==> config.mk <==
export PLATFORM = sky130hd
export DESIGN_NAME = gcd_unit_flat
export DESIGN_NICKNAME = d
export VERILOG_FILES = /design/src/rtl/gcd_pkg.sv /design/src/rtl/gcd_if.sv /design/src/rtl/gcd_datapath.sv /design/src/rtl/gcd_unit.sv /design/src/flat_wrapper.sv
export SDC_FILE = /design/constraint.sdc
export NUM_CORES = 1
export LEC_CHECK = 0
export CAP_MARGIN = 40
export CORE_ASPECT_RATIO = 0.9
export CORE_MARGIN = 8
export CORE_UTILIZATION = 32
export CTS_CLUSTER_DIAMETER = 60
export CTS_CLUSTER_SIZE = 24
export DETAILED_ROUTE_END_ITERATION = 16
export GPL_ROUTABILITY_DRIVEN = 0
export SLEW_MARGIN = 25
export SYNTH_ARGS = -nofsm -noshare
export SYNTH_HDL_FRONTEND = slang
export SYNTH_SLANG_ARGS = --single-unit
==> constraint.sdc <==
create_clock -name clk -period 5.04 [get_ports clk]
set_clock_uncertainty 0.15 [all_clocks]
set_input_delay 1.008 -clock clk [delete_from_list [all_inputs] [get_ports clk]]
set_output_delay 1.008 -clock clk [all_outputs]
set_load 0.01 [all_outputs]
==> src/rtl/gcd_pkg.sv <==
// Shared types and constants for the GCD unit: FSM state encoding and default operand width.
package gcd_pkg;
  localparam int GCD_WIDTH = 8;

  typedef enum logic [1:0] {
    IDLE    = 2'd0,
    LOAD_B  = 2'd1,
    COMPARE = 2'd2,
    DONE    = 2'd3
  } state_t;
endpackage

==> src/rtl/gcd_if.sv <==
// Request/result bundle of the GCD unit: the operand bus and start request in, the result and done flag out.
interface gcd_if
  import gcd_pkg::*;
#(
  parameter int WIDTH = GCD_WIDTH
);
  logic             start;
  logic [WIDTH-1:0] data_in;
  logic             done;
  logic [WIDTH-1:0] gcd_out;

  modport master (output start, output data_in, input done, input gcd_out);
  modport slave  (input start, input data_in, output done, output gcd_out);
endinterface

==> src/rtl/gcd_datapath.sv <==
// Operand registers, larger-minus-smaller subtractors, input mux, comparison flags and result register.
module gcd_datapath #(
  parameter int WIDTH = 8
) (
  input  logic             clk,
  input  logic             rst_n,
  input  logic [WIDTH-1:0] data_in,
  input  logic             ld_a,
  input  logic             ld_b,
  input  logic             sel_sub,
  input  logic             ld_res,
  output logic             gt,
  output logic             lt,
  output logic             eq,
  output logic             zero,
  output logic [WIDTH-1:0] result
);
  logic [WIDTH-1:0] a;
  logic [WIDTH-1:0] b;
  logic [WIDTH-1:0] a_minus_b;
  logic [WIDTH-1:0] b_minus_a;

  assign gt   = (a > b);
  assign lt   = (a < b);
  assign eq   = (a == b);
  assign zero = (a == '0) || (b == '0);

  // Each difference is only selected when its minuend is the larger operand, so it never wraps.
  assign a_minus_b = a - b;
  assign b_minus_a = b - a;

  always_ff @(posedge clk or negedge rst_n) begin
    if (!rst_n) begin
      a      <= '0;
      b      <= '0;
      result <= '0;
    end else begin
      if (ld_a)   a      <= sel_sub ? a_minus_b : data_in;
      if (ld_b)   b      <= sel_sub ? b_minus_a : data_in;
      if (ld_res) result <= zero ? (a | b) : a;
    end
  end
endmodule

==> src/rtl/gcd_unit.sv <==
// Subtractive GCD engine: FSM sequencing operand capture, one subtraction per cycle, and result hold.
module gcd_unit
  import gcd_pkg::*;
#(
  parameter int WIDTH = GCD_WIDTH
) (
  input logic   clk,
  input logic   rst_n,
  gcd_if.slave  bus
);
  state_t state, state_nxt;
  logic   ld_a, ld_b, sel_sub, ld_res;
  logic   gt, lt, eq, zero;
  logic [WIDTH-1:0] result;

  gcd_datapath #(.WIDTH(WIDTH)) u_dp (
    .clk     (clk),
    .rst_n   (rst_n),
    .data_in (bus.data_in),
    .ld_a    (ld_a),
    .ld_b    (ld_b),
    .sel_sub (sel_sub),
    .ld_res  (ld_res),
    .gt      (gt),
    .lt      (lt),
    .eq      (eq),
    .zero    (zero),
    .result  (result)
  );

  always_ff @(posedge clk or negedge rst_n) begin
    if (!rst_n) state <= IDLE;
    else        state <= state_nxt;
  end

  always_comb begin
    state_nxt = state;
    ld_a      = 1'b0;
    ld_b      = 1'b0;
    sel_sub   = 1'b0;
    ld_res    = 1'b0;
    unique case (state)
      IDLE: begin
        if (bus.start) begin
          ld_a      = 1'b1;
          state_nxt = LOAD_B;
        end
      end
      LOAD_B: begin
        ld_b      = 1'b1;
        state_nxt = COMPARE;
      end
      COMPARE: begin
        if (zero || eq) begin
          ld_res    = 1'b1;
          state_nxt = DONE;
        end else if (gt) begin
          ld_a    = 1'b1;
          sel_sub = 1'b1;
        end else if (lt) begin
          ld_b    = 1'b1;
          sel_sub = 1'b1;
        end
      end
      DONE: begin
        // A held start keeps the result presented; the request must drop before a new run.
        if (!bus.start) state_nxt = IDLE;
      end
      default: state_nxt = IDLE;
    endcase
  end

  // done decodes the state register directly, so it is as registered as the state itself.
  assign bus.done    = (state == DONE);
  assign bus.gcd_out = result;
endmodule

==> src/flat_wrapper.sv <==
// flat-port wrapper written by rule: the top's interface ports become plain ports
module gcd_unit_flat import gcd_pkg::*;
#(
  parameter int WIDTH = GCD_WIDTH
)
  (clk, rst_n, bus_start, bus_data_in, bus_done, bus_gcd_out);
  gcd_if #(.WIDTH(WIDTH)) bus_i ();
  input logic clk;
  input logic rst_n;
  input wire logic [$bits(bus_i.start)-1:0] bus_start;
  input wire logic [$bits(bus_i.data_in)-1:0] bus_data_in;
  output wire logic [$bits(bus_i.done)-1:0] bus_done;
  output wire logic [$bits(bus_i.gcd_out)-1:0] bus_gcd_out;
  assign bus_i.start = bus_start;
  assign bus_i.data_in = bus_data_in;
  assign bus_done = bus_i.done;
  assign bus_gcd_out = bus_i.gcd_out;
  gcd_unit #(.WIDTH(WIDTH)) u_core (.clk(clk), .rst_n(rst_n), .bus(bus_i));
endmodule
==> results.md, run 1 <==
Outcome:
- The flow ran to the end, and the final reports show no timing, DRC or antenna violations.

STA:
- Setup violations remaining at the end of the flow were counted as 0.
- Adding up every negative setup slack in the final design gives 0 ns.
- At the pin with the least slew margin, the transition time is 0.594 ns.
- The final critical-path share of the clock period is 58.4%.
- Setup repair after global routing left no endpoint under its margin.
- Static timing analysis puts the maximum clock frequency at 340 MHz.
- The hold violation count in the final report is 0.
- The worst slew slack as a fraction of its limit is 60.4%.
- The smallest clock period supported by the final layout is computed as 2.94 ns.
- The count of pins over their slew limit came to 0.

Clocking:
- The number of sinks handled by clock tree synthesis is 26.
- The level count of the clock H-tree is 1.
- The clock root buffer is sky130_fd_sc_hd__clkbuf_8.
- The number of setup buffers added after CTS is 0.
- The CTS tree is yes.
- Once the clock tree was built, the resizer swapped 0 gates to a different size.
- The clock-pin slew on the worst setup and hold paths is 0.09 ns.
- The clock passes through at most 2 buffers.
- TritonCTS created 3 clock buffers.
- The clock reaches the later pin of the worst-skew pair after 0.29 ns.
- Hold repair after CTS inserted 0 buffers.

Drt:
- The amount of wire on met2 after detailed routing is 2.12 mm.
- The detailed-route wire length per cell is 14.5 microns.
- The DRC violation count after routing is 0.
- Wire segments on met3 add up to 326 microns in the final route.
- The uppermost layer routed is met4.
- The final layout contains routed wiring with a total length of 5.03 mm.
- The routed via count is 1653.
- The post-detailed-route count of antenna-violating nets is 0.
- The length of the first detailed-routing pass in iterations is 4.
- The number of DRC markers in iteration 0 is 97.
- The wire length on met1 is 2.53 mm.
- In the routed layout, each cell is associated on average with a via count of 4.76.

Worst hold path:
- The worst min-delay path startpoint is u_core.u_dp.result[0].
- The worst hold path belongs to the class reg2reg.

Synth:
- The cell area that synthesis handed to floorplanning was 2130 sq um.
- The async set-reset flop share out of synthesis is 100%.
- The net count of the mapped netlist is 281.
- Yosys mapped the design onto 41 distinct sky130hd cell types.
- Counting flops with a built-in enable in the synthesized netlist gives 0.
- The number of warnings issued by yosys is 0.
- The dominant register cell in the synthesized netlist is sky130_fd_sc_hd__dfrtp_1.
- Averaged over all synthesized cells, the footprint is 8.82 sq um.
- The synthesized design contains 26 register bits.
- The number of standard cells after synthesis is 241.
- The register area share after synthesis is 30.6%.

Setup path:
- The required arrival time at the worst endpoint is 5.06 ns.
- The source of the worst register-to-register timing path is u_core.u_dp.a[2].
- The top fanout value on the critical path is 15.
- The critical path launch point type is a register.
- The sort of element at the end of the critical path is a register.
- The worst setup path is of the reg2reg kind.
- At the worst endpoint, the arrival time is 2.96 ns.
- The launching element of the worst setup path is u_core.u_dp.a[2].

Global route:
- The first-pass GRT wire length is 8.36 mm.
- The all-layer global routing usage is 11.2%.
- The global route total overflow is 0.
- The via count of the first global-routing pass is 1613.
- The initial antenna violation count was 0.
- Entering global routing, the biggest net connects 27 pins.

Floorplanning:
- Row generation in the floorplan step produced 28 rows.
- The die footprint is 9510 sq um.
- For this design the top-level I/O count stands at 20.
- From left edge to right edge, the die measures 102 microns.
- After floorplanning, the core was sized to cover 6520 sq um.
- The height of the die is 93.3 microns.
- The initial standard-cell utilization of the core is 32.6%.

Final layout:
- The number of nets at the end of the flow is 298.
- The diode insertion count for antenna repair is 0.
- The area growth from synthesis to final layout is 14.9%.
- The share of post-route cells with drive strength above 1 is 9.34%.

Place:
- The count of buffers added on input and output ports is 19.
- The wire-length estimate of the detail-placed layout is 3.94 mm.

Job:
- The reported max-cap violation count is 0.
[state kept, by name, summed over array words and instances, names as in the netlist]
register and flops:
u_core.u_dp.result 8, u_core.state 2, u_core.u_dp.a 8, u_core.u_dp.b 8
[stage by stage]
stage               instance area, sq um  utilization, %  hold WS [ns]  cells  setup WS [ns]
global route                        2440            37.5         0.367    347           1.95
detailed placement                  2370            36.4         0.321    343           2.09
finish                              2440            37.5         0.335    347           2.10
floorplan                           2130               -         0.344    241           2.70
global placement                    2360            36.3         0.313    342           2.15
CTS                                 2440            37.5         0.344    347           2.08
[worst max-delay path, stage by stage (launching register included)]
cell,delay (ns)
sky130_fd_sc_hd__dfrtp_1,0.48
sky130_fd_sc_hd__inv_1,0.11
sky130_fd_sc_hd__ha_1,0.40
sky130_fd_sc_hd__nor3_1,0.33
sky130_fd_sc_hd__a31oi_1,0.16
sky130_fd_sc_hd__and3_1,0.40
sky130_fd_sc_hd__a22oi_4,0.44
sky130_fd_sc_hd__mux2_1,0.36
[routing by layer]
| metal | GRT usage, % | vias up |
|---|---|---|
| li1 | - | 845 |
| met1 | 15.9 | 763 |
| met2 | 16.4 | 40 |
| met3 | 2.82 | 5 |
| met4 | 3.17 | 0 |
| met5 | 0 | - |
[cell usage after synthesis, types with 2 or more instances]
| cell | count | area, sq um |
|---|---|---|
| sky130_fd_sc_hd__a21oi_1 | 12 | 60.1 |
| sky130_fd_sc_hd__a21oi_2 | 2 | 17.5 |
| sky130_fd_sc_hd__and3_1 | 2 | 12.5 |
| sky130_fd_sc_hd__buf_2 | 2 | 10.0 |
| sky130_fd_sc_hd__buf_6 | 3 | 33.8 |
| sky130_fd_sc_hd__clkbuf_1 | 2 | 7.51 |
| sky130_fd_sc_hd__dfrtp_1 | 26 | 651 |
| sky130_fd_sc_hd__fa_1 | 2 | 40.0 |
| sky130_fd_sc_hd__ha_1 | 27 | 338 |
| sky130_fd_sc_hd__inv_1 | 25 | 93.8 |
| sky130_fd_sc_hd__mux2_1 | 3 | 33.8 |
| sky130_fd_sc_hd__mux2i_1 | 5 | 50.1 |
| sky130_fd_sc_hd__nand2_1 | 38 | 143 |
| sky130_fd_sc_hd__nand2b_1 | 3 | 18.8 |
| sky130_fd_sc_hd__nor2_1 | 13 | 48.8 |
| sky130_fd_sc_hd__nor4_1 | 4 | 25.0 |
| sky130_fd_sc_hd__o21ai_0 | 17 | 85.1 |
| sky130_fd_sc_hd__o21ai_1 | 14 | 70.1 |
| sky130_fd_sc_hd__o21ai_2 | 4 | 35.0 |
| sky130_fd_sc_hd__o21bai_1 | 3 | 22.5 |
| sky130_fd_sc_hd__o31ai_1 | 4 | 30.0 |
| sky130_fd_sc_hd__xnor2_1 | 11 | 96.3 |
[layout make-up]
class | instances | area (sq um)
fillers | 676 | 4070
multi-input cells | 180 | 1300
flip-flops and latches | 26 | 651
repair buffers | 21 | 205
well taps | 90 | 113
inverters | 26 | 98.8
clock buffers | 3 | 41.3
clock inverters | 1 | 30.0
[worst paths after layout]
check                                         to  slack (ns)  cells after the start
setup / recovery                u_core.u_dp.a[1]        2.10                      7
hold / removal             u_core.u_dp.result[0]        0.33                      2
setup reg to reg                u_core.u_dp.a[1]        2.10                      7
hold reg to reg            u_core.u_dp.result[0]        0.33                      2
max in group asynchronous        u_core.state[1]        3.53                      2
min in group asynchronous       u_core.u_dp.a[0]        0.94                      2
[cells in the final DEF, fill, tap and decap left out, types with 2 or more instances in the layout]
cell and instances:
sky130_fd_sc_hd__xnor2_1 11, sky130_fd_sc_hd__and3_1 2, sky130_fd_sc_hd__nand2b_1 3, sky130_fd_sc_hd__nand2_1 38, sky130_fd_sc_hd__fa_1 2, sky130_fd_sc_hd__a21oi_1 12, sky130_fd_sc_hd__nor4_1 4, sky130_fd_sc_hd__dfrtp_1 26
sky130_fd_sc_hd__o21ai_1 14, sky130_fd_sc_hd__buf_4 2, sky130_fd_sc_hd__inv_1 25, sky130_fd_sc_hd__clkbuf_8 3, sky130_fd_sc_hd__a21oi_2 2, sky130_fd_sc_hd__o21ai_0 17, sky130_fd_sc_hd__o31ai_1 4, sky130_fd_sc_hd__mux2i_1 5
sky130_fd_sc_hd__mux2_1 3, sky130_fd_sc_hd__nor2_1 13, sky130_fd_sc_hd__ha_1 27, sky130_fd_sc_hd__o21bai_1 3, sky130_fd_sc_hd__clkdlybuf4s50_1 19, sky130_fd_sc_hd__o21ai_2 4
[cell families after synthesis]
group | synth area share (%)
buffers and inverters | 8.06
xor gates and xnor gates | 4.53
DFF | 30.6
AOI/OAI and AO/OA | 20.5
adders and majority gates | 17.8
and+or+nand+nor | 13.8
muxes | 4.65
Power of run 1 is left out: the tool's default activity adds up to more than one toggle a clock period on the data nets, which glitch-free logic cannot reach.
==> run 2, diff against run 1 <==
==> constraint.sdc (replaced) <==
create_clock -name clk -period 2.7 [get_ports clk]
set_clock_uncertainty 0.15 [all_clocks]
set_input_delay 0.54 -clock clk [delete_from_list [all_inputs] [get_ports clk]]
set_output_delay 0.54 -clock clk [all_outputs]
set_load 0.01 [all_outputs]
==> results.md, run 2 (same netlist as run 1, synthesis figures left out) <==
Setup path:
- The worst setup path is captured at a register.
- By startpoint and endpoint, the worst setup path is classified as reg2reg.
- The endpoint identified for the worst register-to-register timing path is u_core.u_dp.b[1].
- The critical path launch point type is a register.
- The required arrival time at the worst endpoint is 2.73 ns.
- In this run the critical register-to-register path is launched from u_core.u_dp.a[0].
- The reg-to-reg setup timing slack is 0.14 ns.
- The worst register-to-register path has a depth of 8.
- Data on the critical path arrives at its endpoint at 2.59 ns.
- The top fanout value on the critical path is 13.

Clocking:
- The number of sinks handled by clock tree synthesis is 26.
- Hold repair after CTS inserted 0 buffers.
- The clock-pin slew on the worst setup and hold paths is 0.10 ns.
- The number of buffers inserted to repair setup after CTS is 0.
- The clock reaches the later pin of the worst-skew pair after 0.28 ns.
- In this run the number of H-tree levels came out at 1.
- TritonCTS created 3 clock buffers.
- The CTS tree is yes.
- Once the clock tree was built, the resizer swapped 0 gates to a different size.
- The longest clock path from root to sink contains 2 buffers.
- The cell sitting at the root of the clock tree is a sky130_fd_sc_hd__clkbuf_8.

Drt:
- The detailed-route vias per instance is 4.72.
- The total wirelength of the detailed-routed design is 5.17 mm.
- The length of the first detailed-routing pass in iterations is 4.
- The detailed-route wire length per cell is 14.2 microns.
- The routed via count is 1717.
- The number of DRC markers in iteration 0 is 83.
- After detailed routing, the number of remaining DRC violations is 0.
- The post-detailed-route count of antenna-violating nets is 0.

Final layout:
- The finished layout holds 364 standard cells, fillers aside.
- The final layout contains 315 nets.
- In the final layout, the registers with the most flip-flops are u_core.u_dp.a x8, u_core.u_dp.b x8, u_core.u_dp.result x8.
- The post-route netlist has 15.0% of its cells at a drive strength greater than 1.
- The library cell used most frequently in the layout, excluding fill and tap cells, is sky130_fd_sc_hd__nand2_1.
- The area growth from synthesis to final layout is 20.9%.
- The diode insertion count for antenna repair is 0.
- The top cell types in the final layout, fill and taps aside, are sky130_fd_sc_hd__nand2_1 (38), sky130_fd_sc_hd__ha_1 (27), sky130_fd_sc_hd__dfrtp_1 (26), sky130_fd_sc_hd__inv_1 (25).

Floorplanning:
- The site row count is 28.
- The initial standard-cell utilization of the core is 32.6%.
- The core box area is 6520 sq um.
- The die footprint is 9510 sq um.
- The floorplan step set the die width to 102 microns.
- The height of the die is 93.3 microns.
- For this design the top-level I/O count stands at 20.

Global route:
- The initial antenna violation count is 0.
- The via count of the first global-routing pass is 1706.
- The all-layer global routing usage is 11.6%.
- The first global-routing pass estimated 8.60 mm of wire.
- The maximum number of pins on one net before global-route repair is 27.
- Summed over all layers, the global routing overflow is 0.

STA:
- After routing, the total negative slack on setup checks comes to 0 ns.
- The worst slew slack as a fraction of its limit is 70.3%.
- The final critical-path share of the clock period is 94.8%.
- The fmax is 391 MHz.
- The hold violation count in the final report is 0.
- The minimum period implied by the final worst setup slack is 2.56 ns.
- The total setup violations reported at the end of the flow is 0.
- Setup repair after global routing left no endpoint under its margin.
- The slew at the pin with the worst max-slew slack is 0.445 ns.
- The count of pins over their slew limit is 0.

Worst hold path:
- In this run the most critical hold path is launched from u_core.u_dp.result[6].
- The min-delay analysis places its worst path in the category reg2reg.
- The worst hold endpoint is u_core.u_dp.result[6].
- The worst hold path was traced through 2 stages.

Job:
- The tool flagged a number of max-cap violations equal to 0.

Place:
- Once placement completed, the tool counted placed cells totaling 356.
- The number of buffers added on ports is 19.
- The half-perimeter wire length after detailed placement is 4.05 mm.

Outcome:
- The flow ran to the end, and the final reports show no timing, DRC or antenna violations.
==> run 2: how the worst max path moves through the flow <==
stage | start | end | slack (ns) | depth (start not counted)
floorplan | u_core.u_dp.a[0] | u_core.u_dp.b[1] | 0.36 | 8
global placement | u_core.u_dp.a[0] | u_core.u_dp.b[1] | 0.19 | 8
detailed placement | u_core.u_dp.a[0] | u_core.u_dp.b[1] | 0.08 | 8
CTS | u_core.u_dp.a[0] | u_core.u_dp.b[1] | 0.07 | 8
global route | u_core.u_dp.a[0] | u_core.u_dp.b[1] | 0.03 | 8
finish | u_core.u_dp.a[0] | u_core.u_dp.b[1] | 0.14 | 8
==> run 2: metal layers <==
metal | vias up | wire (microns) | global-route usage [%]
li1 | 874 | - | -
met1 | 799 | 2560 | 16.0
met2 | 39 | 2240 | 18.0
met4 | 0 | 47 | 2.93
met3 | 5 | 318 | 2.38
met5 | - | 0 | 0
==> run 2: critical path: stages (launching register included) <==
cell and delay (ns):
sky130_fd_sc_hd__dfrtp_1 0.41, sky130_fd_sc_hd__inv_1 0.09, sky130_fd_sc_hd__ha_1 0.24, sky130_fd_sc_hd__fa_1 0.43, sky130_fd_sc_hd__o21bai_2 0.21, sky130_fd_sc_hd__o2111ai_2 0.13, sky130_fd_sc_hd__o311ai_2 0.16, sky130_fd_sc_hd__o41a_4 0.31
sky130_fd_sc_hd__mux2_4 0.32
==> run 2: layout make-up <==
class	instances	area (sq um)
clock inverter	1	30.0
tap	90	113
fill	681	3950
multi-input combinational	180	1300
timing repair buffer	38	333
inverter	26	98.8
sequential	26	651
clock buffer	3	41.3
==> run 2: per-stage QoR <==
step | util, % | setup slack, ns | hold WS (ns) | instance area, sq um
4_1_cts | 39.0 | 0.0690 | 0.350 | 2540
3_3_place_gp | 37.9 | 0.187 | 0.316 | 2470
5_1_grt | 39.4 | 0.0331 | 0.379 | 2570
2_1_floorplan | - | 0.357 | 0.0944 | 2130
6_report | 39.4 | 0.142 | 0.339 | 2570
3_5_place_dp | 37.9 | 0.0795 | 0.324 | 2470
Power of run 2 is left out for the same reason.
==> run 3, diff against run 2 <==
--- a/config.mk
+++ b/config.mk
@@ -5,6 +5,7 @@
 export SDC_FILE = /design/constraint.sdc
 export NUM_CORES = 1
 export LEC_CHECK = 0
+export ABC_AREA = 1
 export CAP_MARGIN = 40
 export CORE_ASPECT_RATIO = 0.9
 export CORE_MARGIN = 8
@@ -13,7 +14,9 @@
 export CTS_CLUSTER_SIZE = 24
 export DETAILED_ROUTE_END_ITERATION = 16
 export GPL_ROUTABILITY_DRIVEN = 0
+export SETUP_SLACK_MARGIN = 0.15
 export SLEW_MARGIN = 25
 export SYNTH_ARGS = -nofsm -noshare
 export SYNTH_HDL_FRONTEND = slang
 export SYNTH_SLANG_ARGS = --single-unit
+export TNS_END_PERCENT = 20
==> results.md, run 3 <==
Outcome:
- The run finished with clean final reports.

Clocking:
- The number of buffers inserted to repair setup after CTS is 0.
- The number of sinks handled by clock tree synthesis is 26.
- The insertion delay of the later-clocked pin in the worst-skew pair is 0.28 ns.
- CTS built an H-tree with a depth of 1.
- The deepest clock path buffer count is 2.
- After clock tree synthesis, the flow added hold-fix buffers numbering 0.
- The post-CTS resize count is 0.
- The number of buffers added by the clock tree synthesis step is 3.
- TritonCTS built the clock tree.
- The clock-pin slew on the worst setup and hold paths is 0.11 ns.
- The clock root buffer is sky130_fd_sc_hd__clkbuf_8.

Worst hold path:
- The worst hold path terminates at u_core.u_dp.result[4].
- The tightest min-delay check is of the reg2reg type.
- The instance count along the most critical hold path is 2.
- The worst hold path begins at u_core.u_dp.result[4].

Drt:
- The number of DRC markers in iteration 0 is 131.
- For this run, design rule violations remaining after detail routing come to 0.
- Dividing the detail-routed wire length by the instance count gives 13.2 microns.
- The length of the first detailed-routing pass in iterations is 4.
- The routed via count is 1977.
- The detailed-route vias per instance is 4.71.
- The post-detailed-route count of antenna-violating nets is 0.
- The total wirelength of the detailed-routed design is 5.54 mm.

Setup path:
- The critical path class is reg2reg.
- The required arrival time at the worst endpoint is 2.77 ns.
- The worst setup path is launched from a register.
- The top fanout value on the critical path is 13.
- The endpoint of the worst register-to-register path is u_core.u_dp.a[4].
- The worst setup path is captured at a register.
- STA puts the critical path data arrival time at 2.39 ns.
- The most critical setup path has its startpoint at u_core.u_dp.a[0].
- The cell with the largest stage delay on the worst path is sky130_fd_sc_hd__fa_1.
- The worst register-to-register path begins at u_core.u_dp.a[0].
- The number of cell instances on the worst register-to-register path is 11.
- Traced cell by cell, the critical path runs through inv_1, ha_1, fa_1, inv_1, nand2_1, nand2_1, a21o_1, nand2_4, nand2_4, nand2_1, o21ai_2.
- The reg-to-reg setup timing slack is 0.37 ns.
- Counting stages on the worst path, the most repeated cell is sky130_fd_sc_hd__nand2_1.
- The worst stage delay on the critical path is 0.42 ns.

Global route:
- For this run, the total global-route usage over all layers was measured as 11.6%.
- The first-pass GRT wire length is 9.67 mm.
- The total overflow left after global routing is 0.
- The maximum number of pins on one net before global-route repair is 27.
- The initial antenna violation count came to 0.
- The via count of the first global-routing pass is 2005.

Final layout:
- Compared with the post-synthesis result, the final layout area differs by 15.1%.
- In the layout the commonest cells are sky130_fd_sc_hd__nand2_1 (95), sky130_fd_sc_hd__inv_1 (33), sky130_fd_sc_hd__ha_1 (27), sky130_fd_sc_hd__dfrtp_1 (26), sky130_fd_sc_hd__nand3_1 (22).
- Leaving out fill and tap cells, the most frequent cell in the layout is sky130_fd_sc_hd__nand2_1.
- The share of post-route cells with drive strength above 1 is 11.6%.
- The filler cells instantiated in the layout total 731.
- The number of antenna diodes in the final layout is 0.
- After the last flow step, the layout net total stands at 368.
- In the final layout, the registers with the most flip-flops are u_core.u_dp.a x8, u_core.u_dp.b x8, u_core.u_dp.result x8.
- The finished cells cover 2640 sq um.

Synth:
- In the synthesized netlist, the number of instances is 308.
- Counting distinct cell types in the post-synthesis netlist gives 31.
- After synthesis, the most frequently instantiated cells are sky130_fd_sc_hd__nand2_1 (95), sky130_fd_sc_hd__inv_1 (33), sky130_fd_sc_hd__ha_1 (27).
- Synthesis produced a netlist with a net count of 348.
- Of the post-synthesis cell area, the dominant cell type holds 28.4%.
- After synthesis, the cell types taking the most area are sky130_fd_sc_hd__dfrtp_1 (28%), sky130_fd_sc_hd__nand2_1 (16%), sky130_fd_sc_hd__ha_1 (15%).
- The largest total area in the synthesized netlist belongs to sky130_fd_sc_hd__dfrtp_1.
- During synthesis, Yosys emitted a total of 0 warnings.
- The dominant register cell in the synthesized netlist is sky130_fd_sc_hd__dfrtp_1.
- After synthesis the cells add up to 2290 sq um.
- Among all cell types in the netlist, the one instantiated most often is sky130_fd_sc_hd__nand2_1.
- Counting flops and latches in the post-synthesis netlist gives 26.
- The average instance area after synthesis is 7.44 sq um.
- The number of enable-type register cells in the synthesized netlist is 0.
- The register area share after synthesis is 28.4%.
- Counting flops with an async set or reset pin after synthesis yields a share of 100%.

Floorplanning:
- The site row count is 29.
- For this configuration, the core starts out at a cell density of 32.7%.
- The I/O pin count is 20.
- The height of the die is 96.3 microns.
- The width of the chip is 105 microns.
- The core box area is 7000 sq um.
- The die covers 10100 sq um.

STA:
- After routing, the total negative slack on setup checks comes to 0 ns.
- Setup repair after global routing left no endpoint under its margin.
- The fmax is 429 MHz.
- The worst path uses 86.3% of the clock period.
- The hold violation count in the final report is 0.
- Setup violations remaining at the end of the flow were counted as 0.
- The worst path in the final design needs a cycle of 2.33 ns, including I/O delays and setup.
- At the pin with the least slew margin, the transition time is 0.447 ns.
- The count of pins over their slew limit is 0.
- In this run the tightest slew margin relative to its limit is 70.1%.

Job:
- The reported max-cap violation count is 0.

Place:
- The post-detailed-placement cell area is 2560 sq um.
- The count of buffers added on input and output ports is 19.
- The wire-length estimate of the detail-placed layout is 4.47 mm.
-- run 3: changes by cell type after synthesis, sizes merged, moves of 9 or more --
cell	delta
inv	+14
nand2	+69
nand3	+22
xnor2	-9
-- run 3: metal layers --
layer,up-vias,part of all wire [%],global-route usage (%)
met1,913,52,15.7
met2,43,42,18.2
met4,0,1.0,2.49
met5,-,0,0
met3,4,5.4,3.28
li1,1017,-,-
-- run 3: final cells by class --
class	count	area (sq um)	share of cell area (%)
inverter	39	146	5.55
clock inverter	1	30.0	1.14
tap	93	116	4.41
timing repair buffer	21	205	7.78
clock buffer	3	41.3	1.57
sequential	26	651	24.7
multi-input combinational	237	1450	54.9
-- run 3: worst max-delay path, delay by kind of cell, from the launching register on --
kind / cells / cell delay [ns]
AOI/OAI and AO/OA: 2 / 0.27
DFF: 1 / 0.41
adders and majority gates: 2 / 0.66
and+or+nand+nor: 5 / 0.60
buffers and inverters: 2 / 0.17
-- run 3: metrics by stage --
stage          hold slack [ns]  std cells  utilization, %  worst slack (ns)
4_1_cts                  0.352        420            37.6             0.374
6_report                 0.348        420            37.6             0.371
3_5_place_dp             0.328        416            36.6             0.406
5_1_grt                  0.390        420            37.6             0.206
2_1_floorplan           0.0944        308               -             0.672
3_3_place_gp             0.319        416            36.6             0.423
-- run 3: kinds of logic after synthesis --
| group | Yosys count | synth area share (%) |
|---|---|---|
| compound gates | 47 | 11.5 |
| xor+xnor | 6 | 2.29 |
| fa+ha+maj | 29 | 16.5 |
| buf+inv | 45 | 8.47 |
| flops | 26 | 28.4 |
| mux | 1 | 0.437 |
| simple gates | 154 | 32.4 |
-- run 3: worst max-delay path by stage --
stage	endpoint	slack, ns
after floorplan	u_core.u_dp.a[1]	0.67
final	u_core.u_dp.a[4]	0.37
after global placement	u_core.u_dp.a[0]	0.42
after detailed placement	u_core.u_dp.a[4]	0.41
after CTS	u_core.u_dp.a[4]	0.37
after global routing	u_core.u_dp.a[4]	0.21
Power of run 3 is left out for the same reason.
==> variant, RTL diff (config.mk and constraints of run 3) <==
`GCD_WIDTH`: 8 -> 6.
--- a/src/rtl/gcd_pkg.sv
+++ b/src/rtl/gcd_pkg.sv
@@ -1,6 +1,6 @@
 // Shared types and constants for the GCD unit: FSM state encoding and default operand width.
 package gcd_pkg;
-  localparam int GCD_WIDTH = 8;
+  localparam int GCD_WIDTH = 6;
 
   typedef enum logic [1:0] {
     IDLE    = 2'd0,
Interface: changed (resized bus_data_in and bus_gcd_out); port bits go from 20 to 16. No check against the original RTL was run, so the function may have changed too.
==> variant against run 3 <==
Die area down 20%. Area after synthesis down 24%. Cell area down 23%. Sequential cell count down 6. Worst setup slack better by 0.10 ns. Wire length down 27%. Worst hold slack worse by 0.0085 ns. Global-route usage down 0.64 points.
Power is left out: the tool's default activity adds up to more than one toggle a clock period on the data nets, which glitch-free logic cannot reach.
==> variant: results <==
export IMPL_grt_pass1_wl_um=7162
export IMPL_io_buffers=15
export IMPL_clk_pin_slew_ns=0.08
export IMPL_viasPerCell=4.505
export IMPL_arrival_ns=2.24
export IMPL_fillers=558
export IMPL_avgSynthCellArea_um2=7.534
export IMPL_crit_fanout=11
export IMPL_reg_top3="u_core.u_dp.a (6), u_core.u_dp.b (6), u_core.u_dp.result (6)"
export IMPL_reg2regPathDepth=9
export IMPL_place_hpwl_um=3292
export IMPL_grt_max_degree=21
export IMPL_place_area_um2=1986
export IMPL_instances_no_fill=319
export IMPL_track_usage=0.1100
export IMPL_wire_per_inst_um=12.66
export IMPL_ys_top_cells_by_count="nand2_1, inv_1, ha_1"
export IMPL_worstMarginPinSlew_ns=0.4723
export IMPL_first_global_vias=1533
export IMPL_netlist_top_cells_area="dfrtp_1, ha_1, nand2_1"
export IMPL_multi_input_comb_area_um2=1112
export IMPL_drive_gt1_frac=0.1230
export IMPL_place_inst=315
export IMPL_nNetsFinal=285
export IMPL_status="finished, final reports clean"
export IMPL_synth_distinct_cells=29
export IMPL_hold_depth=2
export IMPL_drt_initial_drc_count=134
export IMPL_place_ws_ns=0.4692
export IMPL_crit_slowest_cell="dfrtp_1"
## variant: cell count changes in the layout (fill, tap and decap cells not counted), sizes merged, moves of 5 or more
cell / change
inv: -10
nand2: -26
o21ai: -19
nor2: +5
dfrtp: -6
ha: -6
## variant: path summary, 6_finish.rpt
check | from | end | slack [ns]
min | u_core.u_dp.result[1] | u_core.u_dp.result[1] | 0.34
max | u_core.u_dp.a[3] | u_core.u_dp.a[2] | 0.48
min in group asynchronous | rst_n | u_core.u_dp.result[2] | 0.47
max in group asynchronous | rst_n | u_core.u_dp.b[5] | 1.71
max reg2reg | u_core.u_dp.a[3] | u_core.u_dp.a[2] | 0.48
min reg2reg | u_core.u_dp.result[1] | u_core.u_dp.result[1] | 0.34
## variant: final cells by class
cell class | count | area share
Inverter | 29 | 0.05334
Multi-Input combinational cell | 180 | 0.5451
Timing Repair Buffer | 19 | 0.08829
Sequential cell | 20 | 0.2452
Clock buffer | 4 | 0.02698
Tap cell | 67 | 0.04108
## variant: logic make-up after synthesis
group,count (synthesis),synth area share
AO/OA/AOI/OAI,25,0.08771
XOR/XNOR,4,0.02013
adder cells (fa/ha/maj),23,0.1740
buffers and inverters,31,0.07333
flip-flops,20,0.2876
multiplexers,1,0.005751
AND/OR/NAND/NOR,127,0.3515
## variant: critical path: cells and delay by family, from the launching register on
| family | cells | cell delay [ns] |
|---|---|---|
| and+or+nand+nor | 5 | 0.89 |
| DFF | 1 | 0.43 |
| adders and majority gates | 1 | 0.41 |
| AOI/OAI and AO/OA | 2 | 0.14 |
| buffers and inverters | 1 | 0.09 |
## variant: layer usage
layer,vias up,GRT usage,share of wire
li1,771,-,-
met3,5,0.02967,0.052
met5,-,0,0
met1,639,0.1503,0.52
met2,22,0.1697,0.42
met4,0,0.01727,0.0072
